$ cat config.mk
export PLATFORM = sky130hd
export DESIGN_NAME = matriz_varredura
export DESIGN_NICKNAME = d
export VERILOG_FILES = /design/src/rtl/matriz_varredura.sv
export SDC_FILE = /design/constraint.sdc
export NUM_CORES = 1
export LEC_CHECK = 0
export ABC_CLOCK_PERIOD_IN_PS = 2400
export CORE_ASPECT_RATIO = 1.2
export CORE_UTILIZATION = 50
export CTS_CLUSTER_DIAMETER = 50
export DETAILED_ROUTE_END_ITERATION = 12
export HOLD_SLACK_MARGIN = 0.05
export PLACE_DENSITY = 0.73
export SLEW_MARGIN = 25
export SYNTH_ARGS = -nofsm -noshare
export SYNTH_HDL_FRONTEND = slang
export SYNTH_SLANG_ARGS = --single-unit
$ cat constraint.sdc
create_clock -name clk -period 2.4 [get_ports clk]
set_clock_uncertainty 0.1 [all_clocks]
set_input_delay 0.48 -clock clk [delete_from_list [all_inputs] [get_ports clk]]
set_output_delay 0.48 -clock clk [all_outputs]
set_load 0.02 [all_outputs]
$ cat src/rtl/matriz_varredura.sv
// Row-multiplexed LED matrix scanner: stores N_IMG images, scans one row per
// SCAN_DIV cycles, swaps images only at frame boundaries, optionally blinks.
module matriz_varredura #(
  parameter int unsigned ROWS         = 7,
  parameter int unsigned COLS         = 5,
  parameter int unsigned N_IMG        = 8,
  parameter int unsigned SCAN_DIV     = 1000,
  parameter int unsigned BLINK_FRAMES = 16
) (
  input  logic                                          clk,
  input  logic                                          rst_n,
  input  logic                                          enable,
  input  logic [((N_IMG > 1) ? $clog2(N_IMG) : 1)-1:0]  img_sel,
  input  logic                                          blink_en,
  input  logic                                          wr_en,
  input  logic [((N_IMG > 1) ? $clog2(N_IMG) : 1)-1:0]  wr_img,
  input  logic [((ROWS > 1) ? $clog2(ROWS) : 1)-1:0]    wr_row,
  input  logic [COLS-1:0]                               wr_data,
  output logic [ROWS-1:0]                               lin,
  output logic [COLS-1:0]                               col,
  output logic [((ROWS > 1) ? $clog2(ROWS) : 1)-1:0]    row_idx,
  output logic                                          frame_done
);

  localparam int unsigned IMG_W = (N_IMG > 1) ? $clog2(N_IMG) : 1;
  localparam int unsigned RW    = (ROWS > 1) ? $clog2(ROWS) : 1;
  localparam int unsigned DW    = (SCAN_DIV > 1) ? $clog2(SCAN_DIV) : 1;
  localparam int unsigned BW    = $clog2(2 * BLINK_FRAMES);

  // Power-on glyphs exist only for the 7x5 geometry; anything else clears to zero.
  function automatic logic [COLS-1:0] dflt_word(int unsigned img, int unsigned r);
    logic [4:0] w;
    w = 5'b00000;
    case (img)
      0: w = (r == 6) ? 5'b11111 : 5'b10001;
      1: w = (r >= 4) ? 5'b11111 : 5'b10001;
      2: w = (r >= 2) ? 5'b11111 : 5'b10001;
      3: w = 5'b11111;
      4: case (r)
           1, 4, 5: w = 5'b00100;
           2:       w = 5'b10101;
           3:       w = 5'b01010;
           6:       w = 5'b11111;
           default: w = 5'b00000;
         endcase
      5: case (r)
           1, 2, 6: w = 5'b00100;
           3, 5:    w = 5'b01110;
           4:       w = 5'b11111;
           default: w = 5'b00000;
         endcase
      default: w = 5'b00000;
    endcase
    if (ROWS == 7 && COLS == 5) return COLS'(w);
    return '0;
  endfunction

  logic [COLS-1:0]  mem_q [N_IMG][ROWS];
  logic [COLS-1:0]  mem_d [N_IMG][ROWS];
  logic [DW-1:0]    div_q, div_d;
  logic [RW-1:0]    row_q, row_d;
  logic [IMG_W-1:0] act_img_q, act_img_d;
  logic [BW-1:0]    blink_q, blink_d;
  logic [ROWS-1:0]  lin_d;
  logic [COLS-1:0]  col_d;
  logic [RW-1:0]    row_idx_d;
  logic             frame_done_d;
  logic             div_wrap, frame_end, sel_ok, blank;

  always_comb begin
    mem_d = mem_q;
    if (wr_en && (32'(wr_img) < N_IMG) && (32'(wr_row) < ROWS)) begin
      mem_d[wr_img][wr_row] = wr_data;
    end
  end

  // Scan position, image latch and blink phase.
  always_comb begin
    div_wrap  = (div_q == DW'(SCAN_DIV - 1));
    frame_end = div_wrap && (row_q == RW'(ROWS - 1));
    sel_ok    = (32'(img_sel) < N_IMG);
    div_d     = div_q;
    row_d     = row_q;
    act_img_d = act_img_q;
    blink_d   = blink_q;
    if (!enable) begin
      div_d   = '0;
      row_d   = '0;
      blink_d = '0;
      if (sel_ok) act_img_d = img_sel;
    end else begin
      div_d = div_wrap ? '0 : div_q + DW'(1);
      if (div_wrap) row_d = (row_q == RW'(ROWS - 1)) ? '0 : row_q + RW'(1);
      if (frame_end) begin
        if (sel_ok) act_img_d = img_sel;
        blink_d = (blink_q == BW'(2 * BLINK_FRAMES - 1)) ? '0 : blink_q + BW'(1);
      end
    end
    if (!blink_en) blink_d = '0;
  end

  // First slot of every row stays dark so the previous row does not ghost.
  always_comb begin
    blank        = !enable || (div_q == '0) || (blink_en && (blink_q >= BW'(BLINK_FRAMES)));
    lin_d        = blank ? '1 : ~(ROWS'(1) << row_q);
    col_d        = blank ? '0 : mem_q[act_img_q][row_q];
    row_idx_d    = row_q;
    frame_done_d = enable && frame_end;
  end

  always_ff @(posedge clk or negedge rst_n) begin
    if (!rst_n) begin
      for (int unsigned i = 0; i < N_IMG; i++) begin
        for (int unsigned r = 0; r < ROWS; r++) begin
          mem_q[i][r] <= dflt_word(i, r);
        end
      end
      div_q      <= '0;
      row_q      <= '0;
      act_img_q  <= '0;
      blink_q    <= '0;
      lin        <= '1;
      col        <= '0;
      row_idx    <= '0;
      frame_done <= 1'b0;
    end else begin
      mem_q      <= mem_d;
      div_q      <= div_d;
      row_q      <= row_d;
      act_img_q  <= act_img_d;
      blink_q    <= blink_d;
      lin        <= lin_d;
      col        <= col_d;
      row_idx    <= row_idx_d;
      frame_done <= frame_done_d;
    end
  end

endmodule

==> tab_implementation.tex <==
\begin{tabular}{lr}
\hline
Metric & Value \\
\hline
\multicolumn{2}{l}{\textbf{Detailed routing}} \\
WL per Instance & 21.0 um \\
Starting DRT DRC Count & 693 \\
WL final & 33200 um \\
Vias per cell & 5.78 \\
Number of vias in the routed layout & 9162 \\
DRC violations left & 0 \\
Number of optimization iterations in the first detailed-route pass & 5 \\
Final ANT Viol Nets & 0 \\
\multicolumn{2}{l}{\textbf{Pwr}} \\
Cell Int Power & 10.2 mW \\
Switching Fraction & 24.5\% \\
Relative contribution of the clock network to total power & 37.6\% \\
Max VDD drop & 0.000463 V \\
Leakage dissipation & 7.63 nW \\
Reported net switching power & 3.32 mW \\
Part of the total power dissipated in combinational logic & 14.0\% \\
Final Power & 13.5 mW \\
Part of the total power dissipated in sequential elements & 48.4\% \\
PwrDens & 788 nW/um2 \\
\multicolumn{2}{l}{\textbf{Setup path}} \\
Worst setup path category & reg2reg \\
Setup slack on the worst flop-to-flop path & 70 ps \\
Critical Path Max Stage Delay & 540 ps \\
Cell Chain, Critical Path & nand4\_1, or4\_1, or2\_1, nand2\_1, mux2\_2 \\
Bufs and invs on worst path & 0 \\
Startpoint Class & flop \\
Destination of the worst register-to-register timing path & act\_img\_q[1] \\
R2R cell count & 5 \\
Largest fanout on the critical path & 5 \\
Reg-to-reg startpoint & div\_q[6] \\
Nature of the critical path endpoint & flop \\
Arrival @ worst endpoint & 2630 ps \\
CP delay by family, top & simple AND/OR/NAND/NOR gates \\
Standard cell with the maximum stage delay on the critical path & sky130\_fd\_sc\_hd\_\_or4\_1 \\
Worst path required time & 2690 ps \\
\multicolumn{2}{l}{\textbf{Global route}} \\
Vias in the first global route & 9695 \\
Met1 track demand over resource in global routing & 32.0\% \\
Global-route track usage on met2 & 37.6\% \\
Wire length of the first global-routing pass & 53500 um \\
Met3 usage in global routing & 3.41\% \\
Total Routing Usage GR & 23.3\% \\
Pin count of the biggest net entering global routing & 108 \\
Initial antenna violation count & 0 \\
GR peak layer & met2 \\
Total global routing overflow & 0 \\
\multicolumn{2}{l}{\textbf{STA}} \\
Max-Slew Margin vs Limit & 52.9\% \\
Period utilisation layout & 97.3\% \\
Slew @ Worst Pin & 707 ps \\
Number of pins with negative max-slew slack in the final report & 0 \\
Peak Freq & 0.428 GHz \\
Hold Fails Final Rpt & 0 \\
Number of setup violations in the final report & 0 \\
Post-route setup slack & 65.7 ps \\
Final worst path period need & 2330 ps \\
\multicolumn{2}{l}{\textbf{Clock network}} \\
Clock latency reported for the late side of the worst-skew pair & 520 ps \\
TritonCTS clock tree & yes \\
\# H-tree levels & 2 \\
Clock Pin Slew Worst Setup and Hold Paths & 60 ps \\
Count of clock tree sinks & 317 \\
TritonCTS Buffers & 34 \\
Maximum root-to-sink buffer count & 3 \\
Root buffer selected by CTS & sky130\_fd\_sc\_hd\_\_clkbuf\_16 \\
\multicolumn{2}{l}{\textbf{Synthesis}} \\
Post-synthesis share of cell area spent on xor and xnor gates & 0.419\% \\
Share of Yosys cell area claimed by the top area cell type & 30.6\% \\
Post-synth design cell area & 14600 um2 \\
Most used DFF post-synth & sky130\_fd\_sc\_hd\_\_dfrtp\_1 \\
Library cell with the largest summed area after synthesis & sky130\_fd\_sc\_hd\_\_dfrtp\_1 \\
Adder and majority cell fraction of the synthesized area & 0.427\% \\
FF+latch count, synth & 317 \\
Distinct cell type count after synthesis & 38 \\
Synth Area in Compound Gates & 3.73\% \\
Seq/Total Area, Yosys & 55.3\% \\
Top cells by area in the synthesized netlist & sky130\_fd\_sc\_hd\_\_dfrtp\_1, sky130\_fd\_sc\_hd\_\_dfstp\_2, sky130\_fd\_sc\_hd\_\_mux2\_2 \\
Simple-gate area share of the yosys netlist & 6.37\% \\
Dominant combinational cell family by area after synthesis & multiplexers \\
Post-synthesis average cell area & 13.6 um2 \\
Post-synthesis mux area share & 31.8\% \\
Total of warnings raised by yosys & 0 \\
Cell count after synthesis & 1074 \\
Post-Synthesis Net Count & 1098 \\
Asr flop ratio synth & 100\% \\
Number of synthesized flops with an enable pin & 0 \\
\multicolumn{2}{l}{\textbf{Job}} \\
MaxCap Viol Count & 0 \\
\multicolumn{2}{l}{\textbf{Min path}} \\
Class of the worst hold path & in2async \\
\multicolumn{2}{l}{\textbf{Placement}} \\
Final Wtd Congestion & 0.822 \\
Port buffer count & 34 \\
Worst setup timing slack at the placement stage & -154 ps \\
Detailed placer's ending HPWL & 21400 um \\
\multicolumn{2}{l}{\textbf{Final layout}} \\
Share of post-route cells with drive strength above 1 & 50.4\% \\
Number of diodes & 0 \\
Count of nets after finishing & 1197 \\
Layout-stage area growth over the synthesis result & 17.4\% \\
\multicolumn{2}{l}{\textbf{Die}} \\
Die Wd & 158 um \\
Die area & 30000 um2 \\
Number of core rows & 68 \\
Boundary Pins & 35 \\
Vertical die dimension & 189 um \\
Core Region & 28800 um2 \\
Starting density of the core & 50.9\% \\
\multicolumn{2}{l}{\textbf{Status}} \\
Result of the run & finished clean \\
\hline
\end{tabular}
[power by group through the flow]
stage	registers [mW]	clock network, mW	logic, mW
6_report	6.56	5.10	1.89
5_1_grt	6.63	5.41	2.05
4_1_cts	6.55	5.21	1.90
3_5_place_dp	6.64	0	1.87
3_3_place_gp	6.61	0	1.81
2_1_floorplan	6.51	0	1.29
[synthesized netlist by cell type (6+ instances only)]
cell type / instances
sky130_fd_sc_hd__a21oi_1: 8
sky130_fd_sc_hd__a221oi_1: 8
sky130_fd_sc_hd__a22oi_1: 43
sky130_fd_sc_hd__and3_1: 8
sky130_fd_sc_hd__buf_1: 6
sky130_fd_sc_hd__clkbuf_1: 53
sky130_fd_sc_hd__dfrtp_1: 179
sky130_fd_sc_hd__dfstp_2: 138
sky130_fd_sc_hd__mux2_2: 283
sky130_fd_sc_hd__mux2i_1: 91
sky130_fd_sc_hd__mux4_2: 25
sky130_fd_sc_hd__nand2_1: 57
sky130_fd_sc_hd__nand3_1: 40
sky130_fd_sc_hd__nor2_1: 53
sky130_fd_sc_hd__nor2b_1: 9
sky130_fd_sc_hd__nor3_1: 6
sky130_fd_sc_hd__o21ai_0: 11
[layout by cell type, fill, tap and decap left out, types with 3 or more instances in the layout]
cell | synthesis | layout
sky130_fd_sc_hd__buf_12 | 0 | 12
sky130_fd_sc_hd__clkbuf_8 | 0 | 6
sky130_fd_sc_hd__o21ai_0 | 11 | 10
sky130_fd_sc_hd__dfstp_2 | 138 | 138
sky130_fd_sc_hd__clkbuf_1 | 53 | 10
sky130_fd_sc_hd__a21oi_1 | 8 | 8
sky130_fd_sc_hd__dfrtp_1 | 179 | 178
sky130_fd_sc_hd__clkinv_2 | 0 | 3
sky130_fd_sc_hd__o221ai_1 | 5 | 5
sky130_fd_sc_hd__and3_1 | 8 | 8
sky130_fd_sc_hd__xor2_1 | 5 | 5
sky130_fd_sc_hd__nand3b_1 | 3 | 3
sky130_fd_sc_hd__nand2_1 | 57 | 57
sky130_fd_sc_hd__a221oi_1 | 8 | 7
sky130_fd_sc_hd__nor3_1 | 6 | 5
sky130_fd_sc_hd__buf_2 | 5 | 4
sky130_fd_sc_hd__clkbuf_16 | 0 | 35
sky130_fd_sc_hd__clkdlybuf4s50_1 | 0 | 28
sky130_fd_sc_hd__a22oi_1 | 43 | 43
sky130_fd_sc_hd__mux2_2 | 283 | 283
sky130_fd_sc_hd__buf_4 | 0 | 81
sky130_fd_sc_hd__ha_1 | 5 | 5
sky130_fd_sc_hd__nand3_1 | 40 | 40
sky130_fd_sc_hd__inv_6 | 0 | 3
sky130_fd_sc_hd__inv_1 | 5 | 5
sky130_fd_sc_hd__nand4_1 | 4 | 4
sky130_fd_sc_hd__nor2_1 | 53 | 53
sky130_fd_sc_hd__nor2b_1 | 9 | 8
sky130_fd_sc_hd__mux2i_1 | 91 | 91
sky130_fd_sc_hd__nor3b_1 | 5 | 5
sky130_fd_sc_hd__mux4_2 | 25 | 25
sky130_fd_sc_hd__nand2b_1 | 4 | 4
[cell type report]
cell class	count	area, um2
Clock buffer	51	996
Clock inverter	11	106
Fill cell	2319	11600
Inverter	5	18.8
Multi-Input combinational cell	687	6280
Sequential cell	317	8110
Tap cell	385	482
Timing Repair Buffer	128	1190
[worst max path at each step]
stage / from / to / slack, ps / cells after the start
CTS: div_q[0] / col[0] / 7 / 8
detailed placement: div_q[0] / col[0] / -150 / 8
global route: div_q[0] / col[3] / -3 / 8
finish: div_q[6] / act_img_q[1] / 70 / 5
floorplan: div_q[0] / blink_q[3] / 30 / 8
global placement: div_q[0] / col[3] / -120 / 8
[layer usage]
metal	part of all wire, %	up-vias
met5	0	-
met4	2.8	0
met3	4.2	58
met2	48	203
met1	45	4768
li1	-	4133
[sequential cells by signal, indices dropped and copies added, names as in the netlist]
signal,count
mem_q,280
div_q,10
lin,7
blink_q,5
col,5
act_img_q,3
row_idx,3
row_idx_d,3
frame_done,1
[worst register-to-register path: stages, from the launching register on]
cell and delay [ps]:
sky130_fd_sc_hd__dfrtp_1 420, sky130_fd_sc_hd__nand4_1 150, sky130_fd_sc_hd__or4_1 540, sky130_fd_sc_hd__or2_1 330, sky130_fd_sc_hd__nand2_1 290, sky130_fd_sc_hd__mux2_2 380
[metrics by stage]
step	cells	utilization (%)	hold slack, ps	setup TNS, ps	area, um2
after CTS	1583	59.7	305	0	17200
after global placement	1519	55.7	238	-228	16000
after global routing	1584	59.8	318	-3.10	17200
after detailed placement	1519	55.7	240	-285	16000
final	1584	59.8	306	0	17200
after floorplan	1074	-	84.4	0	14600
[cell families (layout without fill, tap and decap cells)]
group	count (synthesis)	count (layout)
buffers and inverters	70	195
adder cells (fa/ha/maj)	5	5
AO/OA/AOI/OAI	77	77
flip-flops	317	317
AND/OR/NAND/NOR	199	199
multiplexers	399	399
XOR/XNOR	7	7
[repair_timing]
action,4_1_cts,5_1_grt
gates resized for setup,3,4
endpoints found under the hold margin,22,0
buffers inserted,1,1
hold buffers,1,0
setup endpoints to repair,3,3
Note: power is estimated with default switching activity, not from simulation.
